File: src/rtl/alu_sequencer.sv
// rtl/alu_sequencer.sv - sequences one op at a time through the 8-bit ALU and keeps the flag register
module alu_sequencer #(
  parameter int DW = 8
) (
  input  logic          clk,
  input  logic          rst_n,
  input  logic          req_valid,
  output logic          req_ready,
  input  logic [7:0]    req_cins,
  input  logic [DW-1:0] req_a,
  input  logic [DW-1:0] req_b,
  input  logic          req_use_c,
  input  logic          req_set_flags,
  output logic          resp_valid,
  input  logic          resp_ready,
  output logic [DW-1:0] resp_data,
  output logic [4:0]    flags,
  input  logic          flag_clr,
  output logic [DW-1:0] alu_a,
  output logic [DW-1:0] alu_b,
  output logic [7:0]    alu_cins,
  output logic          alu_oe,
  output logic          alu_carryin,
  input  logic [DW-1:0] alu_out,
  input  logic          alu_carryout,
  input  logic          alu_overout,
  input  logic          alu_cmpo
);

  typedef enum logic [1:0] {
    IDLE  = 2'd0,
    DRIVE = 2'd1,
    RESP  = 2'd2
  } state_t;

  state_t state;
  logic   set_flags_q;
  logic   c_at_drive;

  // Carry as it will stand once the accepting edge has also applied any flag clear.
  assign c_at_drive = flag_clr ? 1'b0 : flags[0];

  always_ff @(posedge clk or negedge rst_n) begin
    if (!rst_n) begin
      state       <= IDLE;
      req_ready   <= 1'b1;
      resp_valid  <= 1'b0;
      resp_data   <= '0;
      flags       <= '0;
      alu_a       <= '0;
      alu_b       <= '0;
      alu_cins    <= '0;
      alu_oe      <= 1'b0;
      alu_carryin <= 1'b0;
      set_flags_q <= 1'b0;
    end else begin
      case (state)
        IDLE: begin
          if (flag_clr) begin
            flags <= '0;
          end
          if (req_valid && req_ready) begin
            alu_a       <= req_a;
            alu_b       <= req_b;
            alu_cins    <= req_cins;
            alu_carryin <= req_use_c & c_at_drive;
            set_flags_q <= req_set_flags;
            alu_oe      <= 1'b1;
            req_ready   <= 1'b0;
            state       <= DRIVE;
          end
        end
        DRIVE: begin
          resp_data <= alu_out;
          // A capturing op beats a simultaneous clear.
          if (set_flags_q) begin
            flags <= {alu_cmpo, alu_out[DW-1], (alu_out == '0), alu_overout, alu_carryout};
          end else if (flag_clr) begin
            flags <= '0;
          end
          alu_oe     <= 1'b0;
          resp_valid <= 1'b1;
          state      <= RESP;
        end
        RESP: begin
          if (flag_clr) begin
            flags <= '0;
          end
          if (resp_ready) begin
            resp_valid <= 1'b0;
            req_ready  <= 1'b1;
            state      <= IDLE;
          end
        end
        default: begin
          resp_valid <= 1'b0;
          alu_oe     <= 1'b0;
          req_ready  <= 1'b1;
          state      <= IDLE;
        end
      endcase
    end
  end

endmodule

File: config.mk
export PLATFORM = sky130hd
export DESIGN_NAME = alu_sequencer
export DESIGN_NICKNAME = d
export VERILOG_FILES = /design/src/rtl/alu_sequencer.sv
export SDC_FILE = /design/constraint.sdc
export NUM_CORES = 1
export LEC_CHECK = 0
export CORE_ASPECT_RATIO = 1.2
export CORE_MARGIN = 3
export CORE_UTILIZATION = 30
export DETAILED_ROUTE_END_ITERATION = 8
export DONT_BUFFER_PORTS = 1
export PLACE_DENSITY_LB_ADDON = 0.12
export SYNTH_ARGS = -nofsm -noshare
export SYNTH_HDL_FRONTEND = slang
export SYNTH_SLANG_ARGS = --single-unit
export TNS_END_PERCENT = 30
File: constraint.sdc
create_clock -name clk -period 1.7 [get_ports clk]
set_clock_uncertainty 0.1 [all_clocks]
set_input_delay 0.17 -clock clk [delete_from_list [all_inputs] [get_ports clk]]
set_output_delay 0.17 -clock clk [all_outputs]
set_load 0.05 [all_outputs]
==> flow_summary.toml, run 1 <==
[timing]
fin_tns_setup_ns = 0
grt_setup_unrepaired = "no"
maxSlewViolCount = 0
final.hold.worst_slack_ns = 0.0754
slew_headroom_pct = 66.9
timing.final.setup_violations = 0
fmax_ghz = 0.617
worst-slew-pin-transition_ns = 0.497
final.period_utilization_pct = 95.4
hold_vio_cnt_final = 0
timing.final.crit_period_ns = 1.62

[yosys]
asyncSetResetFlopFracSynth_pct = 100
ys_seq_area_share_pct = 64.3
syn_area_per_cell_sq_um = 15.5
yosys_most_used_dff = "sky130_fd_sc_hd__dfrtp_1"
post_synthesis_instance_total = 111
yosys_top_cell_area_share_pct = 62.7
synth_top_area_cell = "sky130_fd_sc_hd__dfrtp_1"
yosys.cell_types.count = 22
synthesis.nets = 153
synth_enable_flop_cells = 0
ys_warn_count = 0
flop_and_latch_count_out_of_synthesis = 44
synth.cell_area_sq_um = 1720
synth.area.top_cells = "sky130_fd_sc_hd__dfrtp_1 63%, sky130_fd_sc_hd__mux2_2 18%, sky130_fd_sc_hd__mux2_1 3.9%, sky130_fd_sc_hd__a22o_1 2.0%, sky130_fd_sc_hd__dfstp_2 1.5%"

[routing]
dr.first_iter.drc_count = 30
drc_errors = 0
route.detailed.wl_per_inst_um = 16.6
first_pass_iters = 4
ant_nets = 0
via_count = 1100
drt_wl_total_mm = 3.70
vias_per_cell = 4.93

[floorplanning]
io-pin-count = 83
design.die.area_sq_um = 6670
core_region_area_sq_um = 5410
initial_utilization_pct = 31.7
rows = 29
chipWidth_um = 75.0
die_h_um = 88.8

[cts]
root_driver = "sky130_fd_sc_hd__clkbuf_8"
cts_tree = "built"
cts_post_setup_buffers_inserted = 0
cts-root-to-sink-buffers = 2
path_clk_slew_ns = 0.08
cts_inserted_buffers = 5
worst_skew_pair.late_latency_ns = 0.29
clock-sinks = 44
clock_tree.htree_level_count = 2

[cells_and_area]
share_of_layout_cells_above_drive_strength_1_pct = 30.4
fillCellCount = 510
diodes = 0
finish.net_count = 202
area_delta_synth_final_pct = 38.4

[setup_path]
critical_path_arrival_ns = 1.69
crit_path_start = "state[1]"
endpoint = "alu_a[7]"
cp.required_ns = 1.77
timing.setup.critical_path_class = "register to register"
start_kind = "register"
timing.critical_path.fanout_max = 29
cp-end-kind = "register"
timing.reg2reg.worst_path_depth = 3
rr_startpoint = "state[1]"
worst_r2r_endpoint = "alu_a[7]"
setup.reg_to_reg.worst_slack_ns = 0.08

[grt]
grt_start_max_net_pins = 45
first_pass_grt_wire_length_mm = 5.71
grt.overflow.total = 0
combined_global_route_utilization_of_all_metal_layers_pct = 11.6
antenna_found_initial = 0
grt_pass1_vias = 1193

[placement]
place.detailed.hpwl_mm = 2.50
place.gp.congestion = 0.667
port_buffers = 0

[power]
cell_internal_pwr_uw = 2110
netSwitchingPower_uw = 1610
power_frac_clock_pct = 22.8
total_power_uw = 3720
switching_share_pct = 43.3
pwr-share-seq_pct = 66.7
leakagePower_uw = 0.00108
vdd_ir_drop_max_v = 0.000748
power.combinational.fraction_pct = 10.5
pwr_density_cell_nw_per_um2 = 1570

[run_status]
status = "finished, final reports clean"

[flow_run]
max_cap_viol_count = 0

[hold_path]
timing.hold.worst.class = "primary input to register"
-- repair_timing --
item	CTS	global route
hold buffers	41	0
gates resized for setup	0	0
endpoints found under the hold margin	85	0
-- registers in the layout, summed over array words and instances (netlist names) --
signal	count
state	2
resp_valid	1
flags	5
alu_carryin	1
set_flags_q	1
alu_oe	1
alu_a	8
alu_cins	8
req_ready	1
resp_data	8
alu_b	8
-- layout by cell type, fill, tap and decap left out, drive strengths merged --
cell type / count
clkbuf: 7
nor2: 2
nor4bb: 1
bufinv: 1
dlygate4sd3: 40
and3b: 1
o22a: 2
o21ai: 2
dfstp: 1
o2bb2ai: 1
or4: 1
a32o: 1
a21o: 1
mux2: 33
a22o: 4
nor4: 1
nand4: 1
inv: 4
nand2: 7
a21oi: 1
buf: 6
dfrtp: 43
-- per-stage QoR --
stage               instances  setup slack [ns]  utilization, %  instance area (sq um)
floorplan                 111           -0.0935               -                   1740
global placement          174             0.143            33.7                   1820
detailed placement        174            0.0762            33.7                   1820
CTS                       223            0.0660            43.9                   2370
global route              223           0.00399            43.9                   2370
finish                    223            0.0786            43.9                   2370
-- worst min-delay path by stage --
| stage | startpoint | endpoint | slack [ns] | cells past startpoint |
|---|---|---|---|---|
| after global routing | resp_ready | req_ready | 0.12 | 3 |
| after detailed placement | rst_n | resp_data[6] | -0.22 | 0 |
| after floorplan | rst_n | alu_a[0] | -0.23 | 0 |
| after CTS | resp_ready | req_ready | 0.06 | 3 |
| final | resp_ready | req_ready | 0.08 | 3 |
| after global placement | rst_n | resp_data[6] | -0.22 | 0 |
-- cells in the mapped netlist (2+ instances only) --
| cell type | instances |
|---|---|
| sky130_fd_sc_hd__dfrtp_1 | 43 |
| sky130_fd_sc_hd__mux2_2 | 27 |
| sky130_fd_sc_hd__nand2_1 | 7 |
| sky130_fd_sc_hd__mux2_1 | 6 |
| sky130_fd_sc_hd__a22o_1 | 4 |
| sky130_fd_sc_hd__inv_1 | 4 |
| sky130_fd_sc_hd__buf_6 | 2 |
| sky130_fd_sc_hd__nor2_1 | 2 |
| sky130_fd_sc_hd__o21ai_0 | 2 |
| sky130_fd_sc_hd__o22a_1 | 2 |
-- area by class of cell --
class / instances / area, sq um / share of cell area [%]
Tap cell: 62 / 77.6 / 3.27
Timing Repair Buffer: 46 / 478 / 20.1
Sequential cell: 44 / 1100 / 46.4
Inverter: 4 / 15.0 / 0.632
Clock inverter: 1 / 30.0 / 1.26
Multi-Input combinational cell: 59 / 576 / 24.2
Clock buffer: 7 / 96.3 / 4.06
-- per-layer routing --
| layer | vias up | track usage [%] | part of all wire (%) |
|---|---|---|---|
| met1 | 559 | 12.3 | 36 |
| met3 | 4 | 4.77 | 8.1 |
| met5 | - | 0 | 0 |
| met2 | 45 | 20.1 | 55 |
| li1 | 492 | - | - |
| met4 | 0 | 4.37 | 1.1 |
-- cell families (layout without fill, tap and decap cells) --
logic type             after synthesis  in the layout  synth area share, %
muxes                               33             33                 21.7
DFF                                 44             44                 64.3
buffers and inverters                8             58                 3.50
AOI/OAI and AO/OA                   12             12                 5.47
and+or+nand+nor                     14             14                 5.11
-- worst max-delay path, cell delays in order (launching register included) --
cell and delay [ns]:
sky130_fd_sc_hd__dfrtp_1 0.46, sky130_fd_sc_hd__nor4bb_4 0.34, sky130_fd_sc_hd__buf_12 0.24, sky130_fd_sc_hd__mux2_2 0.36
-- power by group through the flow --
stage               registers [uW]  logic (uW)  clock network [uW]
floorplan                     2440         266                   0
global placement              2510         277                   0
detailed placement            2520         291                   0
CTS                           2490         397                 887
global route                  2520         434                 930
finish                        2480         390                 850
(Power assumes the default switching activity.)
==> inputs of run 2 (changes only) <==
--- a/config.mk
+++ b/config.mk
@@ -9,7 +9,6 @@
 export CORE_MARGIN = 3
 export CORE_UTILIZATION = 30
 export DETAILED_ROUTE_END_ITERATION = 8
-export DONT_BUFFER_PORTS = 1
 export PLACE_DENSITY_LB_ADDON = 0.12
 export SYNTH_ARGS = -nofsm -noshare
 export SYNTH_HDL_FRONTEND = slang
==> flow_summary.toml, run 2 (synthesis gave the netlist of run 1 again) <==
[cells_and_area]
postLayoutCoreUtil_pct = 49.4
finish.net_count = 245
share_of_layout_cells_above_drive_strength_1_pct = 44.3
most-common-layout-cells = "44 x sky130_fd_sc_hd__buf_4, 43 x sky130_fd_sc_hd__dfrtp_1, 40 x sky130_fd_sc_hd__clkdlybuf4s50_1"
area_delta_synth_final_pct = 55.8
mostFrequentLayoutCell = "sky130_fd_sc_hd__buf_4"
final_cell_count_no_fill = 265
diodes = 0

[timing]
timing.final.crit_period_ns = 1.59
worst-slew-pin-transition_ns = 0.464
final.period_utilization_pct = 93.5
hold_vio_cnt_final = 0
grt_setup_unrepaired = "no"
slew_headroom_pct = 69.0
timing.final.setup_violations = 0
fmax_ghz = 0.629
finalWorstSetupSlack_ns = 0.111
maxSlewViolCount = 0
fin_tns_setup_ns = 0

[floorplanning]
initial_utilization_pct = 31.7
rows = 29
io-pin-count = 83
die_h_um = 88.8
core_region_area_sq_um = 5410
design.die.area_sq_um = 6670
chipWidth_um = 75.0

[setup_path]
rr_startpoint = "req_ready"
cp.required_ns = 1.78
start_kind = "register"
cp-end-kind = "register"
timing.setup.critical_path_class = "register to register"
crit_path_start = "req_ready"
timing.critical_path.fanout_max = 27
critical_path_arrival_ns = 1.66
setup.reg_to_reg.worst_slack_ns = 0.11

[cts]
path_clk_slew_ns = 0.08
cts_post_setup_buffers_inserted = 0
cts-root-to-sink-buffers = 2
clock_tree.htree_level_count = 2
worst_skew_pair.late_latency_ns = 0.29
cts_inserted_buffers = 5
cts_tree = "built"
clock-sinks = 44
root_driver = "sky130_fd_sc_hd__clkbuf_8"

[grt]
grt_start_max_net_pins = 28
antenna_found_initial = 0
first_pass_grt_wire_length_mm = 6.29
grt_pass1_vias = 1356
grt.overflow.total = 0
combined_global_route_utilization_of_all_metal_layers_pct = 12.7

[placement]
place.detailed.hpwl_mm = 3.12
port_buffers = 82
place_inst = 257
pre_cts_ws_ns = -0.159
place.gp.congestion = 0.670

[run_status]
status = "finished, final reports clean"

[power]
vdd_ir_drop_max_v = 0.000716
leakagePower_uw = 0.00127
pwr_density_cell_nw_per_um2 = 1500

[routing]
vias_per_cell = 4.74
drc_errors = 0
dr.first_iter.drc_count = 40
ant_nets = 0
via_count = 1255
drt_wl_total_mm = 4.00
route.detailed.wl_per_inst_um = 15.1
first_pass_iters = 4

[hold_path]
timing.hold.worst.class = "primary input to asynchronous set/reset pin"

[flow_run]
max_cap_viol_count = 0
-- run 2: worst max-delay path: stages (launching register included) --
cell	delay, ns
sky130_fd_sc_hd__dfstp_2	0.53
sky130_fd_sc_hd__nor4bb_4	0.25
sky130_fd_sc_hd__buf_12	0.24
sky130_fd_sc_hd__mux2_2	0.35
-- run 2: power breakdown --
group / internal (uW) / switching (uW) / total (uW)
combinational: 649 / 1200 / 1850
clock: 362 / 326 / 688
sequential: 1320 / 151 / 1470
-- run 2: worst paths after layout --
| check | endpoint | cells after the start |
|---|---|---|
| max | alu_a[3] | 3 |
| min | alu_b[7] | 2 |
| max reg2reg | alu_a[3] | 3 |
| min reg2reg | alu_oe | 1 |
| max in group asynchronous | req_ready | 3 |
| min in group clk | alu_carryin | 3 |
-- run 2: layer usage --
layer  wire, um  vias to the layer above  GRT usage [%]
met5          0                        -              0
met4         56                        0           4.37
met3        286                        5           4.89
met2       2110                       49           21.9
met1       1550                      626           14.0
li1           -                      575              -
-- run 2: what timing repair did --
action                                 4_1_cts  5_1_grt
gates resized for setup                      0        0
hold buffers                                 1        0
endpoints found under the hold margin       18        0
-- run 2: area by class of cell --
class                           count  area, sq um
Clock buffer                        7         96.3
Inverter                            4         15.0
Timing Repair Buffer               89          806
Multi-Input combinational cell     59          576
Fill cell                         488         2730
Sequential cell                    44         1100
Tap cell                           62         77.6
-- run 2: through the flow --
step | total power, uW | hold WS (ns) | instance area [sq um]
after global routing | 4200 | 0.295 | 2670
after CTS | 4080 | 0.269 | 2670
after detailed placement | 3370 | 0.0481 | 2570
after floorplan | 2710 | -0.226 | 1740
final | 4010 | 0.271 | 2670
after global placement | 3330 | 0.0382 | 2570
==> RTL change 1: new RTL, config.mk and constraints of run 1 <==
Make the reset (`rst_n`) synchronous in one clocked block.
--- a/src/rtl/alu_sequencer.sv
+++ b/src/rtl/alu_sequencer.sv
@@ -40,7 +40,7 @@
   // Carry as it will stand once the accepting edge has also applied any flag clear.
   assign c_at_drive = flag_clr ? 1'b0 : flags[0];
 
-  always_ff @(posedge clk or negedge rst_n) begin
+  always_ff @(posedge clk) begin
     if (!rst_n) begin
       state       <= IDLE;
       req_ready   <= 1'b1;
Check against the original RTL: differs if rst_n is asserted again (counterexample within 4 cycles, from zero or initial values and one cycle with rst_n low); with rst_n held inactive, the same outputs for 10 cycles.
==> RTL change 1 against run 1 <==
- area after synthesis is 2.9% lower
- total power is 38% lower
- routed wire length is 17% higher
- sequential cell count stayed put
- critical endpoint is now alu_cins[4]
- critical path depth stayed put
- largest cell class unchanged
- cell count is 35% higher
- design area is 2.8% lower
- setup slack better by 0.032 ns
==> RTL change 1: results <==
status:
  status: "finished clean"
grt:
  track_usage_pct: 13.8
  grt_pass1_wl_um: 6720
  first_global_vias: 1570
  grt_start_max_net_pins: 68
final_layout:
  antenna_cells: 0
  final_layout_size_suffix_gt1_share_pct: 11.7
  fill_cells: 489
  nNetsFinal: 281
logic_synthesis:
  synthArstFlopShare_pct: 0
  synth_common_cells: "dfxtp_1, nand2_1, nand3_1"
  ys_seq_area_share_pct: 52.9
  ys.flop_type: "dfxtp_1"
  yosys_warnings: 0
  synth.area.top_cells: "dfxtp_1, nand2_1, nand3_1"
  synth.distinct_cells: 27
  syn-num-nets: 232
clock_tree:
  cts_root_buf: "clkbuf_8"
  htree_levels: 2
  clk_latency_ns: 0.28
  cts_buffers: 5
  postCtsSetupBuffers: 0
  path_clk_slew_ns: 0.08
pwr:
  switchingPower_uw: 699
  leakage_uw: 0.000864
  vdd_drop_max_uv: 428
timing:
  relSlewSlack_pct: 63.9
placement:
  port_buffers: 0
  globalplace.congestion: 0.801
  dp_hpwl_um: 2720
route:
  first_pass_iters: 4
  viasPerCell: 4.91
  drtIter0Drc: 25
  wl_per_cell_um: 14.4
min_path:
  hold_class: "primary input to flop"
worst_setup_path:
  crit_arrival_ns: 1.71
  path_max_fanout: 2
-- RTL change 1: changes by cell type in the layout (fill, tap and decap cells not counted), sizes merged, moves of 4 or more --
cell | before | now
buf | 6 | 17
o21ai | 2 | 28
nand2 | 7 | 42
a22o | 4 | 0
mux2 | 33 | 0
a21boi | 0 | 8
nand3 | 0 | 25
dfxtp | 0 | 44
inv | 4 | 0
dfrtp | 43 | 0
-- RTL change 1: kinds of logic after synthesis --
family	synth area share [%]
DFF	52.9
buffers and inverters	6.84
AOI/OAI and AO/OA	16.9
and+or+nand+nor	23.4
-- RTL change 1: worst paths after layout --
| path | startpoint | end | slack [ns] | cells past startpoint |
|---|---|---|---|---|
| max | alu_cins[4] | alu_cins[4] | 0.11 | 3 |
| min | resp_ready | state[1] | 0.03 | 3 |
| max reg2reg | alu_cins[4] | alu_cins[4] | 0.11 | 3 |
| min reg2reg | resp_data[3] | resp_data[3] | 0.37 | 2 |
-- RTL change 1: area by class of cell --
type,instances,area (µm²),area share [%]
repair buffers,59,581,25.2
multi-input cells,129,671,29.1
flip-flops and latches,44,882,38.2
well taps,62,77.6,3.36
clock buffers,7,96.3,4.18
-- RTL change 1: power by group through the flow --
stage                     combinational (µW)  sequential, µW  clock [µW]
after floorplan                          157            1350           0
after global placement                   208            1300           0
after detailed placement                 218            1300           0
after CTS                                325            1280         726
after global routing                     356            1290         776
final                                    324            1280         695
-- RTL change 1: what timing repair did --
action                                  in CTS  in global routing
hold endpoints to repair                    44                  0
hold buffers                                43                  0
endpoints found under the setup margin       0                  1
resized for setup                            0                  1
-- RTL change 1: worst max-delay path, stage by stage (launching register included) --
cell           delay (ns)
dfxtp_1              0.66
nand2_1              0.09
dlygate4sd3_1        0.58
o21ai_1              0.11
-- RTL change 1: routing by layer --
layer	vias up	part of all wire (%)	GRT usage [%]
li1	746	-	-
met1	668	39	12.7
met5	-	0	0
met4	0	1.4	7.25
met3	6	8.0	5.51
met2	59	52	25.4
-- RTL change 1: per-stage QoR --
stage	worst slack [ns]	power [µW]	utilization [%]	area, µm²	instances
global route	0.0431	2420	43.3	2310	301
global placement	0.370	1510	33.0	1760	251
detailed placement	0.276	1520	33.0	1760	251
finish	0.110	2300	43.3	2310	301
floorplan	0.244	1500	-	1670	190
CTS	0.123	2330	43.2	2310	301
==> RTL change 2: new RTL, settings of run 1 <==
Made on the original files. The parameter `DW` goes from 8 to 16.
--- a/src/rtl/alu_sequencer.sv
+++ b/src/rtl/alu_sequencer.sv
@@ -1,6 +1,6 @@
 // rtl/alu_sequencer.sv - sequences one op at a time through the 8-bit ALU and keeps the flag register
 module alu_sequencer #(
-  parameter int DW = 8
+  parameter int DW = 16
 ) (
   input  logic          clk,
   input  logic          rst_n,
Interface: changed (6 resized); port bits go from 83 to 131. The function was not compared with the original's and may differ.
==> RTL change 2 against run 1 <==
- the run now ends with hold timing left
- setup slack worse by 0.043 ns
- area after synthesis rose by 53%
- non-clock buffer count up 34
- utilization grew 1.3 points
- sequential cell count increased by 24
- cell count up 68%
- routed wire length is 78% higher
- design area increased by 59%
- total power rose by 67%
- critical endpoint is now alu_a[12]
- largest cell class unchanged
==> RTL change 2: results <==
pwr:
  vdd_drop_max_uv: 606
  switchingPower_uw: 2730
  leakage_uw: 0.00170
  sequentialPowerShare_pct: 63.2
  clock_power_share_pct: 26.3
  power.density_nw_per_um2: 1640
worst_setup_path:
  ff2ff_path_depth: 4
  crit_arrival_ns: 1.79
  critPathMaxStageDelay_ns: 0.53
  reg2reg_from: "req_ready"
  rrSetupSlack_ns: 0.04
  rr_endpoint: "alu_a[12]"
  cp_slowest_cell: "dfstp_2"
  path_max_fanout: 11
placement:
  globalplace.congestion: 0.691
  dp_hpwl_um: 4190
  place_area_um2: 2840
  port_buffers: 0
  pre_cts_slack_ns: 0.0332
logic_synthesis:
  ys.flop_type: "dfrtp_1"
  synth.distinct_cells: 26
  synth.area.top_cells: "dfrtp_1, mux2_1, mux2_2"
  ys_seq_area_share_pct: 64.9
  synthMuxAreaShare_pct: 24.5
  synth_compound_area_share_pct: 3.91
  syn-num-nets: 239
  synth_common_cells: "dfrtp_1, mux2_1, mux2_2"
clock_tree:
  cts_hold_buf: 64
  cts_resized: 0
  cts_buffers: 9
  clk_latency_ns: 0.34
  htree_levels: 3
timing:
  hold_slack_ns: -0.585
  hold_violations: 68
  setup_slack_ns: 0.0355
  relSlewSlack_pct: 66.8
min_path:
  hold_class: "primary input to asynchronous set/reset pin"
final_layout:
  nNetsFinal: 321
  final_layout_size_suffix_gt1_share_pct: 21.5
grt:
  track_usage_pct: 13.1
  grt_start_max_net_pins: 69
  grt_pass1_wl_um: 9760
  first_global_vias: 1906
route:
  drtIter0Drc: 39
  vias: 1720
  wirelength_um: 6590
  first_pass_iters: 5
status:
  violations: "hold timing"
  status: "finished, violations left"
[RTL change 2: cell types whose count changed in the layout (fill, tap and decap cells not counted), sizes merged, moves of 2 or more]
| cell | before | now |
|---|---|---|
| dfrtp | 43 | 67 |
| o21ai | 2 | 5 |
| clkbuf | 7 | 11 |
| a22o | 4 | 1 |
| dlygate4sd3 | 40 | 64 |
| clkinv | 0 | 2 |
| mux2 | 33 | 57 |
| buf | 6 | 15 |
| a22oi | 0 | 3 |
| bufinv | 1 | 3 |
| a21oi | 1 | 3 |
[RTL change 2: area by class of cell]
cell class,count,area (µm²)
clock buffers,10,138
fillers,755,4560
well taps,114,143
clock inverters,6,111
inverters,4,15.0
repair buffers,80,795
multi-input cells,92,868
flip-flops and latches,68,1700
[RTL change 2: how the worst max path moves through the flow]
stage / from / endpoint / cells after the start
6_report: req_ready / alu_a[12] / 4
5_1_grt: req_ready / alu_a[12] / 4
4_1_cts: req_ready / alu_a[14] / 3
3_5_place_dp: req_ready / alu_a[14] / 3
3_3_place_gp: req_ready / alu_a[15] / 3
2_1_floorplan: req_ready / alu_a[0] / 4
[RTL change 2: cell families after synthesis]
family | count (synthesis)
AOI/OAI and AO/OA | 16
buffers and inverters | 13
DFF | 68
muxes | 57
and+or+nand+nor | 19
[RTL change 2: layer usage]
metal  track usage (%)  wire length (µm)  part of all wire, %  vias to the layer above
met2              22.3              3490                   53                       85
met3              5.43               520                  7.9                        9
met1              14.0              2470                   38                      850
met5                 0                 0                    0                        -
met4              6.47               100                  1.5                        0
li1                  -                 -                    -                      776
[RTL change 2: per-stage QoR]
stage               std cells  utilization [%]  setup TNS [ns]
finish                    374             45.3               0
detailed placement        291             34.0               0
global placement          291             34.0               0
global route              374             45.3         -0.0210
floorplan                 173                -           -3.88
CTS                       371             44.7               0
